==> src/rtl/time_preset_ctrl.sv <==
// Minutes/seconds preset editor: edge-detected step buttons with hold-to-repeat,
// wrap-around increment/decrement with seconds-to-minutes carry, and a synchronous clear.
module time_preset_ctrl #(
  parameter int W       = 6,
  parameter int SEC_MAX = 59,
  parameter int MIN_MAX = 59,
  parameter int RPT_DLY = 50000000,
  parameter int RPT_PER = 10000000
) (
  input  logic         clk,
  input  logic         rst_n,
  input  logic         mode,
  input  logic         btn_sec,
  input  logic         btn_min,
  input  logic         dir,
  input  logic         clr,
  output logic [W-1:0] min_val,
  output logic [W-1:0] sec_val,
  output logic         rpt_active
);

  localparam int CNT_MAX = (RPT_DLY > RPT_PER) ? RPT_DLY : RPT_PER;
  localparam int CW      = $clog2(CNT_MAX + 1);

  localparam logic [W-1:0]  SEC_MAX_W = W'(SEC_MAX);
  localparam logic [W-1:0]  MIN_MAX_W = W'(MIN_MAX);
  localparam logic [CW-1:0] DLY_LAST  = CW'(RPT_DLY - 1);
  localparam logic [CW-1:0] PER_LAST  = CW'(RPT_PER - 1);

  typedef enum logic [1:0] {
    S_IDLE,
    S_HOLD,
    S_REPEAT
  } state_e;

  state_e        state_q, state_d;
  logic [CW-1:0] cnt_q, cnt_d;
  logic          act_min_q, act_min_d;
  logic          btn_sec_q, btn_min_q;
  logic          arm_q;
  logic          rpt_q;
  logic [W-1:0]  sec_q, sec_d;
  logic [W-1:0]  min_q, min_d;

  logic          press_sec, press_min, any_press, held, sel_min, step;
  logic [CW-1:0] cnt_last;
  logic [W-1:0]  sec_inc, sec_dec, min_inc, min_dec;
  logic          sec_wrap;

  // arm_q masks the first edge after reset so a button held through reset is
  // absorbed into the sample register instead of being taken as a fresh press.
  assign press_sec = btn_sec & ~btn_sec_q & arm_q;
  assign press_min = btn_min & ~btn_min_q & arm_q;
  assign any_press = press_sec | press_min;
  assign held      = btn_sec | btn_min;
  assign sel_min   = btn_min;
  assign cnt_last  = (state_q == S_HOLD) ? DLY_LAST : PER_LAST;

  // NOTE: every variable assigned in always_comb gets a default first so no latch is inferred.
  always_comb begin
    state_d   = state_q;
    cnt_d     = cnt_q;
    act_min_d = act_min_q;
    step      = 1'b0;
    unique case (state_q)
      S_IDLE: begin
        if (mode && any_press) begin
          step      = 1'b1;
          state_d   = S_HOLD;
          cnt_d     = '0;
          act_min_d = sel_min;
        end
      end
      S_HOLD, S_REPEAT: begin
        if (!mode || !held) begin
          state_d = S_IDLE;
          cnt_d   = '0;
        end else if (any_press && (sel_min != act_min_q)) begin
          // The other button took over: restart the hold sequence for it.
          step      = 1'b1;
          state_d   = S_HOLD;
          cnt_d     = '0;
          act_min_d = sel_min;
        end else begin
          act_min_d = sel_min;
          if (cnt_q == cnt_last) begin
            step    = 1'b1;
            state_d = S_REPEAT;
            cnt_d   = '0;
          end else begin
            cnt_d = cnt_q + CW'(1);
          end
        end
      end
      default: begin
        state_d = S_IDLE;
        cnt_d   = '0;
      end
    endcase
  end

  assign sec_inc  = (sec_q == SEC_MAX_W) ? '0 : sec_q + W'(1);
  assign sec_dec  = (sec_q == '0) ? SEC_MAX_W : sec_q - W'(1);
  assign min_inc  = (min_q == MIN_MAX_W) ? '0 : min_q + W'(1);
  assign min_dec  = (min_q == '0) ? MIN_MAX_W : min_q - W'(1);
  assign sec_wrap = dir ? (sec_q == '0) : (sec_q == SEC_MAX_W);

  always_comb begin
    sec_d = sec_q;
    min_d = min_q;
    if (mode) begin
      if (clr) begin
        sec_d = '0;
        min_d = '0;
      end else if (step) begin
        if (sel_min) begin
          min_d = dir ? min_dec : min_inc;
        end else begin
          sec_d = dir ? sec_dec : sec_inc;
          if (sec_wrap) min_d = dir ? min_dec : min_inc;
        end
      end
    end
  end

  // NOTE: sequential state uses non-blocking assignments so every register samples pre-edge values.
  always_ff @(posedge clk or negedge rst_n) begin
    if (!rst_n) begin
      state_q   <= S_IDLE;
      cnt_q     <= '0;
      act_min_q <= 1'b0;
      btn_sec_q <= 1'b0;
      btn_min_q <= 1'b0;
      arm_q     <= 1'b0;
      rpt_q     <= 1'b0;
      sec_q     <= '0;
      min_q     <= '0;
    end else begin
      state_q   <= state_d;
      cnt_q     <= cnt_d;
      act_min_q <= act_min_d;
      btn_sec_q <= btn_sec;
      btn_min_q <= btn_min;
      arm_q     <= 1'b1;
      rpt_q     <= (state_d == S_REPEAT);
      sec_q     <= sec_d;
      min_q     <= min_d;
    end
  end

  assign sec_val    = sec_q;
  assign min_val    = min_q;
  assign rpt_active = rpt_q;

endmodule

==> config.mk <==
export PLATFORM = sky130hd
export DESIGN_NAME = time_preset_ctrl
export DESIGN_NICKNAME = d
export VERILOG_FILES = /design/src/rtl/time_preset_ctrl.sv
export SDC_FILE = /design/constraint.sdc
export NUM_CORES = 1
export LEC_CHECK = 0
export ABC_AREA = 1
export CORE_MARGIN = 2
export CORE_UTILIZATION = 40
export DETAILED_ROUTE_END_ITERATION = 10
export DONT_BUFFER_PORTS = 1
export GPL_TIMING_DRIVEN = 0
export PLACE_DENSITY_LB_ADDON = 0.15
export SLEW_MARGIN = 20
export SYNTH_ARGS = -nofsm -noshare
export SYNTH_HDL_FRONTEND = slang
export SYNTH_SLANG_ARGS = --single-unit
export TNS_END_PERCENT = 30
==> constraint.sdc <==
create_clock -name clk -period 4.4 [get_ports clk]
set_input_delay 0.66 -clock clk [delete_from_list [all_inputs] [get_ports clk]]
set_output_delay 0.66 -clock clk [all_outputs]
set_load 0.02 [all_outputs]
# After elaboration in Yosys (flattened, before gate mapping)
# Cells that the tools add are included.
# W data, S select, Z words.
dict set report totals {
  output_inout_bits 13
  regBits 45
  elab_cells 80
  in_bits 7
}
dict set report classes {
  bitwise_logic 8
  muxes 33
  n_eq_ne 10
  reduce_logical 15
  addsub 5
}
# cell n
set op_table {}
lappend op_table {{$mux W26} 5}
lappend op_table {{$mux W6} 13}
lappend op_table {{$pmux W26 S2} 1}
lappend op_table {{$add A26 B1 Y26 const B} 1}
lappend op_table {{$eq A26 B26 Y1} 1}
lappend op_table {{$add A6 B1 Y6 const B} 2}
lappend op_table {{$eq A6 B6 Y1 const B} 2}
lappend op_table {{$logic_not A6 Y1} 2}
lappend op_table {{$sub A6 B1 Y6 const B} 2}
lappend op_table {{$reduce_and A3 Y1} 3}
lappend op_table {{$mux W2} 4}
lappend op_table {{$mux W1} 7}
lappend op_table {{$and A1 B1 Y1} 4}
lappend op_table {{$eq A2 B2 Y1 const B} 2}
lappend op_table {{$ne A2 B2 Y1 const B} 2}
lappend op_table {{$pmux W1 S2} 2}
lappend op_table {{$pmux W2 S2} 1}
lappend op_table {{$reduce_bool A2 Y1} 2}
lappend op_table {{$reduce_bool A3 Y1} 1}
lappend op_table {{$eq A2 B1 Y1 const B} 1}
lappend op_table {{$logic_and A1 B1 Y1} 2}
lappend op_table {{$logic_not A1 Y1} 2}
lappend op_table {{$logic_not A2 Y1} 1}
lappend op_table {{$ne A2 B1 Y1 const B} 1}
lappend op_table {{other kinds (5)} 7}

# Depth between registers and ports, before layout
dict set report logic_depth {
  ltp_word 10
  ltp_mapped 15
  depth_no_buf 15
}

# Least setup slack after synthesis
# Ideal clock, no wire load.
dict set report synth_path {
  kind {register to register}
  startpoint {register sec_q[0] (netlist: sec_val[0])}
  endpoint {register min_q[2] (netlist: min_val[2])}
  period_less_slack_ns 1.758
  required_time_ns 4.282
  path_stages_with_launch 13
  setup_slack_ns 2.642
  n_path_buf 0
  t_arrival_ns 1.640
  setup_time_ns 0.118
  cell_sequence {dfrtp_1 -> ha_1 -> nand3_1 -> nor3_1 -> nand2_1 -> nand2_1 -> inv_1 -> nand2_1 -> o21ai_0 -> inv_1 -> nand2_1 -> nand2_1 -> nand2_1}
}
dict set report synth_via {
  elab_chain_len 4
  elab_cells_between_ends 5
  classes_between {1 x eq/ne; 1 x mux; 3 x reduce/logical}
}
# element line_no
set synth_rtl {}
lappend synth_rtl {{from (decl)} 42} ;# logic [W-1:0] sec_q, sec_d;
lappend synth_rtl {{from (signal assigned)} 136} ;# sec_q <= '0;
lappend synth_rtl {{from (signal assigned)} 146} ;# sec_q <= sec_d;
lappend synth_rtl {{$eq A6 B6 Y1 / $logic_not A6 Y1 (equally long branches)} 106} ;# assign sec_wrap = dir ? (sec_q == '0) : (sec_q == SEC_MAX_W);
lappend synth_rtl {{$mux W1 *} 106}
lappend synth_rtl {{$reduce_bool A3 Y1 (no line) *} --}
lappend synth_rtl {{$reduce_and A3 Y1 (no line) *} --}
lappend synth_rtl {{to (signal assigned)} 147} ;# min_q <= min_d;
lappend synth_rtl {{to (decl)} 43} ;# logic [W-1:0] min_q, min_d;
# Mark *: on every way between the ends. The rest lies on a longest branch, timed or not.
# A chain may end at the register's enable or synchronous reset.

# Final worst setup path
# Same ends and word-level chain as after synthesis.

==> run summary <==
status: completed
post-DP HPWL: 5.07 mm
die height: 90.0 um
clock sinks: 45
met2 routed wirelength: 3.28 mm
ANT nets after route: 0
H-tree level count: 2
Final Util: 44.3%
worst slack, placed: 2330 ps
top-area cell type share of the netlist area: 38.1%
Synth warnings: 0
Placed Cells incl. Taps: 510
final period utilization: 46.9%
total power: 1.33 mW
Post-Syn Nets: 428
layout cell share with drive strength beyond 1: 6.68%
CP required: 4600 ps
Core ar.: 0.00721 sq mm
final setup fails: 0
CP Class: reg -> reg
Final min period: 2060 ps
CP Launch Point: sec_val[0]$_DFFE_PN0P_
Async S/R FF share, synth: 100%
postcts setup bufs: 0
num ports: 20
Root Buffer: clkbuf_8
Fmax achieved: 484 MHz
Setup TNS: 0 ps
largest net degree at the start of global routing: 46
cell taking the most area after synthesis: dfrtp_1
Max Cap Violations: 0
chip width: 90.0 um
Die Footprint: 0.00809 sq mm
#FFs+latches synth: 45
DR DRC count: 0
vias per cell: 5.11
Slew Viols, Final: 0
worst-path fanout max: 7
clk_skew: 7.07 ps
Power Density: 417 mW/mm^2
Slew @ Worst Pin: 572 ps
Final Hold Fails: 0
Max VDD drop: 0.210 mV
wire length on met3: 261 um
Bufs on Longest Clock Path: 2
Crit. End Element: flip-flop
Detailed Routing Iterations Pass 1: 4
Layout area overhead: 8.13%
Post-Layout Cell Count: 518
Post-CTS Hold Fix Bufs: 0
Cell Area, Synth: 0.00296 sq mm
cts repair resizes: 0
Port Buffers: 0
Post-synth top cells: nand2_1, inv_1, dfrtp_1, nor2_1, nand3_1
wire length on met1: 3.03 mm
Nets: 435
largest cells by area after synthesis: dfrtp_1, nand2_1, inv_1, nand3_1, nor2_1
fraction of the yosys area taken by sequential cells: 38.1%
syn_area_per_cell: 7.19 sq um
row count: 31
hold crit path type: in -> async
Arr. time, crit path: 2260 ps
Worst-Skew Late Latency: 300 ps
Top Metal Used: met4
Post-synth EDFFs: 0
synth unique cells: 42
Initial Utilization: 41.0%
first-pass GRT wire length: 11.8 mm
global route overflow: 0
total wire length: 6.68 mm
predominant post-synthesis flop cell: dfrtp_1
via count: 2,646
RR Startpoint: sec_val[0]$_DFFE_PN0P_
Slew HR: 61.8%
Clock transition at path regs: 80 ps
post-route setup slack: 2340 ps
Worst Setup Start Kind: flip-flop
synthesized instance count: 411
Lkg Pwr: 1.49 nW
RD Place Congestion: 0.887
Inserted Clock Buffers: 5
gr usage total: 17.7%
CTS tree: yes
vias in the first global route: 2,612
most frequent cell after synthesis: nand2_1
drt initial violations: 139
initial antenna violation count: 0
Avg WL per Cell: 12.9 um
RSZ-0062 raised after global routing: false
diode count: 0
==> through the flow <==
step           instance area, sq um  hold slack, ps
5_1_grt                        3200            23.9
3_5_place_dp                   3080             366
3_3_place_gp                   3080             365
6_report                       3200            46.4
4_1_cts                        3200            29.4
2_1_floorplan                  2960             364
==> sequential cells by signal, indices dropped and copies added (netlist names) <==
signal      cells
arm_q           1
btn_sec_q       1
state_q         2
btn_min_q       1
min_val         6
sec_val         6
cnt_q          26
rpt_active      1
act_min_q       1
==> path summary, 6_finish.rpt <==
check	to	slack, ps	cells past startpoint
setup / recovery	min_val[2]$_DFFE_PN0P_	2340	12
max in group asynchronous	cnt_q[15]$_DFFE_PN0P_	4270	0
min in group clk	btn_sec_q$_DFF_PN0_	380	0
setup reg to reg	min_val[2]$_DFFE_PN0P_	2340	12
hold reg to reg	cnt_q[1]$_DFFE_PN0P_	530	2
hold / removal	state_q[1]$_DFF_PN0_	50	0
==> layer usage <==
| metal | vias up | global-route usage, % |
|---|---|---|
| met4 | 0 | 7.69 |
| met2 | 63 | 29.4 |
| met3 | 8 | 2.85 |
| met5 | - | 0 |
| met1 | 1219 | 22.8 |
| li1 | 1356 | - |
==> power by group <==
part           total [mW]  switching (mW)  leakage, nW  internal, mW
Clock               0.322           0.137       0.0585         0.185
Sequential          0.574           0.115        0.606         0.458
Combinational       0.438           0.274        0.821         0.164
Total                1.33           0.526         1.49         0.807
==> cells in the final DEF, fill, tap and decap left out, types with 2 or more instances in the layout <==
cell and instances:
nand2_1 96, inv_1 50, nor2_1 45, dfrtp_1 45, nand3_1 37, a21oi_1 22, o21ai_0 20, xor2_1 14
nor3_1 14, ha_1 10, nand4_1 8, clkbuf_8 6, inv_2 5, a31oi_1 5, nand2_2 3, buf_4 3
o21ai_1 2, nand3_2 2, clkbuf_1 2, nor4_1 2, a211oi_1 2, or2_2 2, o21bai_1 2, o22ai_1 2
==> worst max-delay path, stage by stage (launching register included) <==
cell	delay, ps
dfrtp_1	560
ha_1	260
nand3_1	80
nor3_1	150
nand2_1	70
nand2_1	100
inv_1	70
nand2_1	80
o21ai_0	70
inv_1	180
nand2_1	190
nand2_1	90
nand2_1	50
==> cells by family after synthesis <==
logic type | count (synthesis) | share of synthesized area (%)
other | 1 | 0.127
adder cells (fa/ha/maj) | 10 | 4.23
flip-flops | 45 | 38.1
AND/OR/NAND/NOR | 216 | 32.4
multiplexers | 1 | 0.339
AO/OA/AOI/OAI | 62 | 11.9
XOR/XNOR | 15 | 4.45
buffers and inverters | 61 | 8.51
==> layout make-up <==
type,count,area [sq um]
flip-flops and latches,45,1130
clock buffers,7,86.3
inverters,56,210
multi-input cells,305,1580
well taps,99,124
fillers,772,4020
clock inverters,1,30.0
plain buffers,5,41.3
Note: power is estimated with default switching activity, not from simulation.
